==> config.mk <==
export PLATFORM = sky130hd
export DESIGN_NAME = multdiv_sequencer_flat
export DESIGN_NICKNAME = d
export VERILOG_FILES = /design/src/rtl/multdiv_sequencer_if.sv /design/src/rtl/multdiv_sequencer.sv /design/src/flat_wrapper.sv
export SDC_FILE = /design/constraint.sdc
export NUM_CORES = 1
export LEC_CHECK = 0
export BUFFER_PORTS_ARGS = -buffer_cell sky130_fd_sc_hd__buf_2
export CORE_AREA = 2 2 75 149
export CTS_CLUSTER_SIZE = 16
export DETAILED_ROUTE_END_ITERATION = 7
export DIE_AREA = 0 0 77 151
export HOLD_SLACK_MARGIN = 0.1
export PLACE_DENSITY = 0.78
export SYNTH_ARGS = -nofsm -noshare
export SYNTH_HDL_FRONTEND = slang
export SYNTH_SLANG_ARGS = --single-unit
==> constraint.sdc <==
create_clock -name clock -period 2.7 [get_ports clock]
set_clock_uncertainty 0.15 [all_clocks]
set_input_delay 0.81 -clock clock [delete_from_list [all_inputs] [get_ports clock]]
set_output_delay 0.81 -clock clock [all_outputs]
set_load 0.01 [all_outputs]
==> src/rtl/multdiv_sequencer_if.sv <==
// multdiv_sequencer_if
//   Groups the signals between the mul/div sequencer, the pipeline's DX
//   latch, the external multi-cycle multiplier/divider and the writeback
//   arbiter.
//
//   Handshake semantics (valid/ready):
//     - dx_valid qualifies dx_insn/dx_a/dx_b; a non-valid DX is a bubble.
//     - md_mult/md_div are one-cycle start strobes; md_opA/md_opB are held
//       stable until the unit answers with a one-cycle md_rdy, which also
//       qualifies md_result and md_exception.
//     - wb_req is the valid, wb_gnt the ready: wb_reg/wb_data stay stable
//       while wb_req is high, and the write happens in the cycle where
//       wb_req and wb_gnt are both high.
//
//   Modports:
//     master : the sequencer (drives strobes, stall/kill, write request)
//     slave  : pipeline / unit / arbiter side
interface multdiv_sequencer_if;
    logic [31:0] dx_insn;
    logic        dx_valid;
    logic [31:0] dx_a;
    logic [31:0] dx_b;
    logic        md_mult;
    logic        md_div;
    logic [31:0] md_opA;
    logic [31:0] md_opB;
    logic [31:0] md_result;
    logic        md_exception;
    logic        md_rdy;
    logic        stall;
    logic        dx_kill;
    logic        wb_req;
    logic [4:0]  wb_reg;
    logic [31:0] wb_data;
    logic        wb_gnt;
    logic        busy;

    modport master (
        input  dx_insn, dx_valid, dx_a, dx_b,
        input  md_result, md_exception, md_rdy, wb_gnt,
        output md_mult, md_div, md_opA, md_opB,
        output stall, dx_kill, wb_req, wb_reg, wb_data, busy
    );

    modport slave (
        output dx_insn, dx_valid, dx_a, dx_b,
        output md_result, md_exception, md_rdy, wb_gnt,
        input  md_mult, md_div, md_opA, md_opB,
        input  stall, dx_kill, wb_req, wb_reg, wb_data, busy
    );
endinterface

==> src/rtl/multdiv_sequencer.sv <==
// multdiv_sequencer
//   Shares one external multi-cycle multiplier/divider with the 5-stage
//   pipeline. A mul/div seen in DX is latched, the unit is started with a
//   one-cycle strobe, the front of the pipeline is frozen until the result
//   returns, and the result (or an r30 exception code) is written through
//   the writeback arbiter. A hung unit is abandoned after TIMEOUT cycles.
//
//   Ports:
//     clock     : rising-edge clock
//     reset     : synchronous, active-high
//     bus       : multdiv_sequencer_if.master (DX, unit and writeback signals)
//     dbg_state : current FSM state (IDLE=0, ISSUE=1, WAIT=2, DONE=3)
//
//   Optional feature macro: MULTDIV_FASTPATH_EN
//     When defined, ops with a zero operand finish without using the unit.
module multdiv_sequencer #(
    parameter int TIMEOUT = 40,
    parameter int CNT_W   = 6
) (
    input  logic                 clock,
    input  logic                 reset,
    multdiv_sequencer_if.master  bus,
    output logic [1:0]           dbg_state
);

    typedef enum logic [1:0] {
        IDLE  = 2'd0,
        ISSUE = 2'd1,
        WAIT  = 2'd2,
        DONE  = 2'd3
    } state_t;

    state_t            state, state_next;
    logic [31:0]       op_a, op_b, result;
    logic [4:0]        rd;
    logic              is_div, exc;
    logic [CNT_W-1:0]  cnt;

    logic detect, insn_div, fast_take, fast_exc, timeout, skip_write;
    logic unused_insn_bits;

    assign insn_div = (bus.dx_insn[6:2] == 5'b00111);
    assign detect   = bus.dx_valid && (bus.dx_insn[31:27] == 5'b00000) &&
                      ((bus.dx_insn[6:2] == 5'b00110) || insn_div);

    // Fields of the instruction word this block never looks at.
    assign unused_insn_bits = ^{bus.dx_insn[21:7], bus.dx_insn[1:0]};

`ifdef MULTDIV_FASTPATH_EN
    // Any zero operand makes the answer known up front: 0, or divide-by-zero.
    assign fast_take = (bus.dx_a == 32'd0) || (bus.dx_b == 32'd0);
    assign fast_exc  = insn_div && (bus.dx_b == 32'd0);
`else
    assign fast_take = 1'b0;
    assign fast_exc  = 1'b0;
`endif

    // The counter is 0 in the first WAIT cycle, so it reaches TIMEOUT at the
    // same edge DONE is entered: WAIT lasts at most TIMEOUT cycles.
    assign timeout    = (cnt == CNT_W'(TIMEOUT - 1));
    assign skip_write = (rd == 5'd0) && !exc;

    always_ff @(posedge clock) begin
        if (reset) begin
            state  <= IDLE;
            op_a   <= '0;
            op_b   <= '0;
            result <= '0;
            rd     <= '0;
            is_div <= 1'b0;
            exc    <= 1'b0;
            cnt    <= '0;
        end else begin
            state <= state_next;
            case (state)
                IDLE: begin
                    if (detect) begin
                        op_a   <= bus.dx_a;
                        op_b   <= bus.dx_b;
                        rd     <= bus.dx_insn[26:22];
                        is_div <= insn_div;
                        result <= '0;
                        exc    <= fast_exc;
                    end
                end
                ISSUE: cnt <= '0;
                WAIT: begin
                    cnt <= cnt + CNT_W'(1);
                    // A result arriving on the timeout cycle still counts.
                    if (bus.md_rdy) begin
                        result <= bus.md_result;
                        exc    <= bus.md_exception;
                    end else if (timeout) begin
                        exc    <= 1'b1;
                    end
                end
                default: ;
            endcase
        end
    end

    always_comb begin
        state_next  = state;
        bus.md_mult = 1'b0;
        bus.md_div  = 1'b0;
        bus.stall   = 1'b0;
        bus.dx_kill = 1'b0;
        bus.wb_req  = 1'b0;
        bus.wb_reg  = 5'd0;
        bus.wb_data = 32'd0;
        case (state)
            IDLE: begin
                bus.stall = detect;
                if (detect) state_next = fast_take ? DONE : ISSUE;
            end
            ISSUE: begin
                bus.md_mult = !is_div;
                bus.md_div  = is_div;
                bus.stall   = 1'b1;
                state_next  = WAIT;
            end
            WAIT: begin
                bus.stall = 1'b1;
                if (bus.md_rdy || timeout) state_next = DONE;
            end
            DONE: begin
                if (skip_write) begin
                    // r0 is never written; just retire the DX op.
                    bus.dx_kill = 1'b1;
                    state_next  = IDLE;
                end else begin
                    bus.wb_req  = 1'b1;
                    bus.wb_reg  = exc ? 5'd30 : rd;
                    bus.wb_data = exc ? (is_div ? 32'd5 : 32'd4) : result;
                    if (bus.wb_gnt) begin
                        bus.dx_kill = 1'b1;
                        state_next  = IDLE;
                    end else begin
                        bus.stall   = 1'b1;
                    end
                end
            end
            default: state_next = IDLE;
        endcase
    end

    assign bus.md_opA = op_a;
    assign bus.md_opB = op_b;
    assign bus.busy   = (state != IDLE);
    assign dbg_state  = state;

endmodule

==> src/flat_wrapper.sv <==
// flat-port wrapper written by rule: the top's interface ports become plain ports
module multdiv_sequencer_flat 
#(
    parameter int TIMEOUT = 40,
    parameter int CNT_W   = 6
)
  (clock, reset, dbg_state, bus_dx_insn, bus_dx_valid, bus_dx_a, bus_dx_b, bus_md_result, bus_md_exception, bus_md_rdy, bus_wb_gnt, bus_md_mult, bus_md_div, bus_md_opA, bus_md_opB, bus_stall, bus_dx_kill, bus_wb_req, bus_wb_reg, bus_wb_data, bus_busy);
  multdiv_sequencer_if bus_i ();
  input  logic clock;
  input  logic reset;
  output logic [1:0] dbg_state;
  input wire logic [$bits(bus_i.dx_insn)-1:0] bus_dx_insn;
  input wire logic [$bits(bus_i.dx_valid)-1:0] bus_dx_valid;
  input wire logic [$bits(bus_i.dx_a)-1:0] bus_dx_a;
  input wire logic [$bits(bus_i.dx_b)-1:0] bus_dx_b;
  input wire logic [$bits(bus_i.md_result)-1:0] bus_md_result;
  input wire logic [$bits(bus_i.md_exception)-1:0] bus_md_exception;
  input wire logic [$bits(bus_i.md_rdy)-1:0] bus_md_rdy;
  input wire logic [$bits(bus_i.wb_gnt)-1:0] bus_wb_gnt;
  output wire logic [$bits(bus_i.md_mult)-1:0] bus_md_mult;
  output wire logic [$bits(bus_i.md_div)-1:0] bus_md_div;
  output wire logic [$bits(bus_i.md_opA)-1:0] bus_md_opA;
  output wire logic [$bits(bus_i.md_opB)-1:0] bus_md_opB;
  output wire logic [$bits(bus_i.stall)-1:0] bus_stall;
  output wire logic [$bits(bus_i.dx_kill)-1:0] bus_dx_kill;
  output wire logic [$bits(bus_i.wb_req)-1:0] bus_wb_req;
  output wire logic [$bits(bus_i.wb_reg)-1:0] bus_wb_reg;
  output wire logic [$bits(bus_i.wb_data)-1:0] bus_wb_data;
  output wire logic [$bits(bus_i.busy)-1:0] bus_busy;
  assign bus_i.dx_insn = bus_dx_insn;
  assign bus_i.dx_valid = bus_dx_valid;
  assign bus_i.dx_a = bus_dx_a;
  assign bus_i.dx_b = bus_dx_b;
  assign bus_i.md_result = bus_md_result;
  assign bus_i.md_exception = bus_md_exception;
  assign bus_i.md_rdy = bus_md_rdy;
  assign bus_i.wb_gnt = bus_wb_gnt;
  assign bus_md_mult = bus_i.md_mult;
  assign bus_md_div = bus_i.md_div;
  assign bus_md_opA = bus_i.md_opA;
  assign bus_md_opB = bus_i.md_opB;
  assign bus_stall = bus_i.stall;
  assign bus_dx_kill = bus_i.dx_kill;
  assign bus_wb_req = bus_i.wb_req;
  assign bus_wb_reg = bus_i.wb_reg;
  assign bus_wb_data = bus_i.wb_data;
  assign bus_busy = bus_i.busy;
  multdiv_sequencer #(.TIMEOUT(TIMEOUT), .CNT_W(CNT_W)) u_core (.clock(clock), .reset(reset), .bus(bus_i), .dbg_state(dbg_state));
endmodule
==> flow_summary.yaml <==
run_status:
  violations: "setup timing"
  outcome: "complete, but fails checks"
grt:
  grt_first_pass_wirelength_um: 20500
  grt_overflow: 0
  grt_pass1_vias: 4487
  grt_max_degree: 65
  antenna_found_initial: 0
  grt_use_total: 0.216
synthesis:
  synth_nets: 709
  yosys.area_share.adder: 0.0135
  synth-edff-count: 0
  synth_mux_area_frac: 0.00433
  synth.avg_cell_area_um2: 8.11
  syn-cell-area_um2: 4620
  synthTopCellsByCount: "141 x nand2_1, 111 x dfxtp_1, 103 x a21oi_1, 36 x nand4_1, 34 x clkbuf_1"
  synth_top_family_by_area: "simple AND/OR/NAND/NOR gates"
  async_reset_ff_frac: 0
  synthCells: 570
  yosysMostFrequentCell: "nand2_1"
  synth_cell_types: 42
  synth_top_area_share: 0.481
  yosysTopAreaCell: "dfxtp_1"
  synth_compound_area_frac: 0.183
  synth_xor_area_frac: 0.00947
  ys.flop_type: "dfxtp_1"
  ys_seq_area_frac: 0.481
  synth-simple-area-share: 0.246
  yosysWarnings: 0
  ys_ff_latch: 111
  synthTopCellsByArea: "dfxtp_1 48%, nand2_1 11%, a21oi_1 11%"
route:
  ant_nets: 0
  drt_iter0_markers: 168
  wirelength_um: 13200
  drt-wirelength-per-cell_um: 14.3
  via_per_inst: 5.20
  num_vias: 4781
  drt_pass1_iterations: 6
  drc: 0
die:
  num_rows: 53
  core_area_um2: 10500
  die_x_um: 77
  initial_core_util: 0.441
  die_area_um2: 11600
  dieHeight_um: 151
  ios: 243
pwr:
  ir_drop_uv: 501
  total_leakage_power_nw: 2.71
  power_mw: 3.36
  p_per_area_nw_per_um2: 539
timing:
  tns_ns: -7.57
  maxSlewViolCount: 0
  hold_viol: 0
  slew_headroom: 0.300
  worstMarginPinSlew_ns: 1.05
  max_freq_mhz: 338
  holdWs_ns: 0.302
  setup_ws_ns: -0.255
  rsz0062_at_grt: "yes"
  period_needed_ns: 2.95
  finalCritPeriodShare: 1.09
  setup_viol: 36
placement:
  gp_congestion: 0.840
  io_buffers: 225
  dp_cells: 901
  placed_cell_area_um2: 5870
  pre_cts_ws_ns: -0.0549
  dp_hpwl_um: 9710
clock_network:
  numCtsBuffers: 9
  clk_pin_slew_ns: 0.07
  clockBufferDepth: 2
  cts_hold_buf: 0
  root_buffer: "clkbuf_16"
  numClockSinks: 111
  htree_levels: 3
  clock_latency_ns: 0.35
  cts_tree: "yes"
setup_path:
  cp-startpoint: "u_core.rd[4]$_SDFFE_PP0P_"
  end_kind: "output port"
  start_kind: "flop"
  required_ns: 1.74
  worstPathArrival_ns: 1.99
  reg2reg_from: "u_core.dbg_state[0]$_SDFFE_PP0P_"
  critPathMaxFanout: 31
  crit_type: "reg2out"
cells_and_area:
  design_area_um2: 6230
  nNetsFinal: 916
  final_cells: 920
  post-route-util: 0.594
  post_route_cells_drive_above_1_share: 0.355
  syn_to_final_growth_pct: 34.7
hold_path:
  worstHoldPathType: "reg2reg"
  worstHoldStart: "u_core.bus.md_opA[29]$_SDFFE_PP0P_"
job:
  drv_cap: 0
## worst paths after layout
kind	endpoint	slack (ns)	depth (start not counted)
worst max-delay path	bus_wb_data[29]	-0.25	6
worst min-delay path	u_core.bus.md_opA[29]$_SDFFE_PP0P_	0.30	2
worst max register to register	u_core.result[26]$_SDFFE_PP0P_	0.35	5
worst min register to register	u_core.bus.md_opA[29]$_SDFFE_PP0P_	0.30	2
## layout by cell type, fill, tap and decap left out, drive strengths merged, types with 5 or more instances in the layout
master and instances:
nand4 36, nand2 141, o31ai 5, inv 10, ha 5, o21ai 33
a21oi 104, and2 33, dfxtp 111, clkbuf 10, nor2 11, buf 244
## critical path, cell delays in order (launching register included)
cell and delay, ns:
dfxtp_2 0.32, or4_4 0.55, o31ai_4 0.21, nor2_2 0.07, buf_12 0.17, and2_1 0.17, buf_2 0.14
## cells by family (layout without fill, tap and decap cells)
kind of cell,after synthesis,count (layout)
fa+ha+maj,5,5
buf+inv,55,267
simple gates,237,237
other cells,0,1
flops,111,111
mux,2,2
xor+xnor,5,5
compound gates,155,155
## layout make-up
type	instances	area [um^2]
fill	949	4250
timing repair buffer	244	1340
antenna	1	2.50
tap	137	171
inverter	7	26.3
clock inverter	6	53.8
sequential	111	2220
clock buffer	10	229
multi-input combinational	404	2180
## power by group
group          total [mW]  internal, mW  switching [mW]  leakage, nW
logic               0.417         0.151           0.267         1.68
registers            1.66          1.65          0.0130        0.894
clock network        1.28         0.644           0.637        0.136
## registers in the layout, summed over array words and instances, names as in the netlist
signal             count
u_core.is_div          1
u_core.exc             1
u_core.bus.md_opA     32
u_core.result         32
u_core.dbg_state       2
u_core.rd              5
u_core.bus.md_opB     32
u_core.cnt             6
## layer usage
| metal | routed length [um] | vias to the layer above | part of all wire | GRT usage |
|---|---|---|---|---|
| met5 | 0 | - | 0 | 0 |
| met1 | 4820 | 2190 | 0.37 | 0.235 |
| met4 | 374 | 0 | 0.028 | 0.104 |
| met3 | 918 | 26 | 0.070 | 0.0441 |
| li1 | - | 2350 | - | - |
| met2 | 7070 | 215 | 0.54 | 0.395 |
## timing repair
item,4_1_cts,5_1_grt
endpoints found under the setup margin,36,36
setup buffers,2,1
gates resized for setup,9,1
cloned,0,0
pin swaps,2,1
Note: power is estimated with default switching activity, not from simulation.
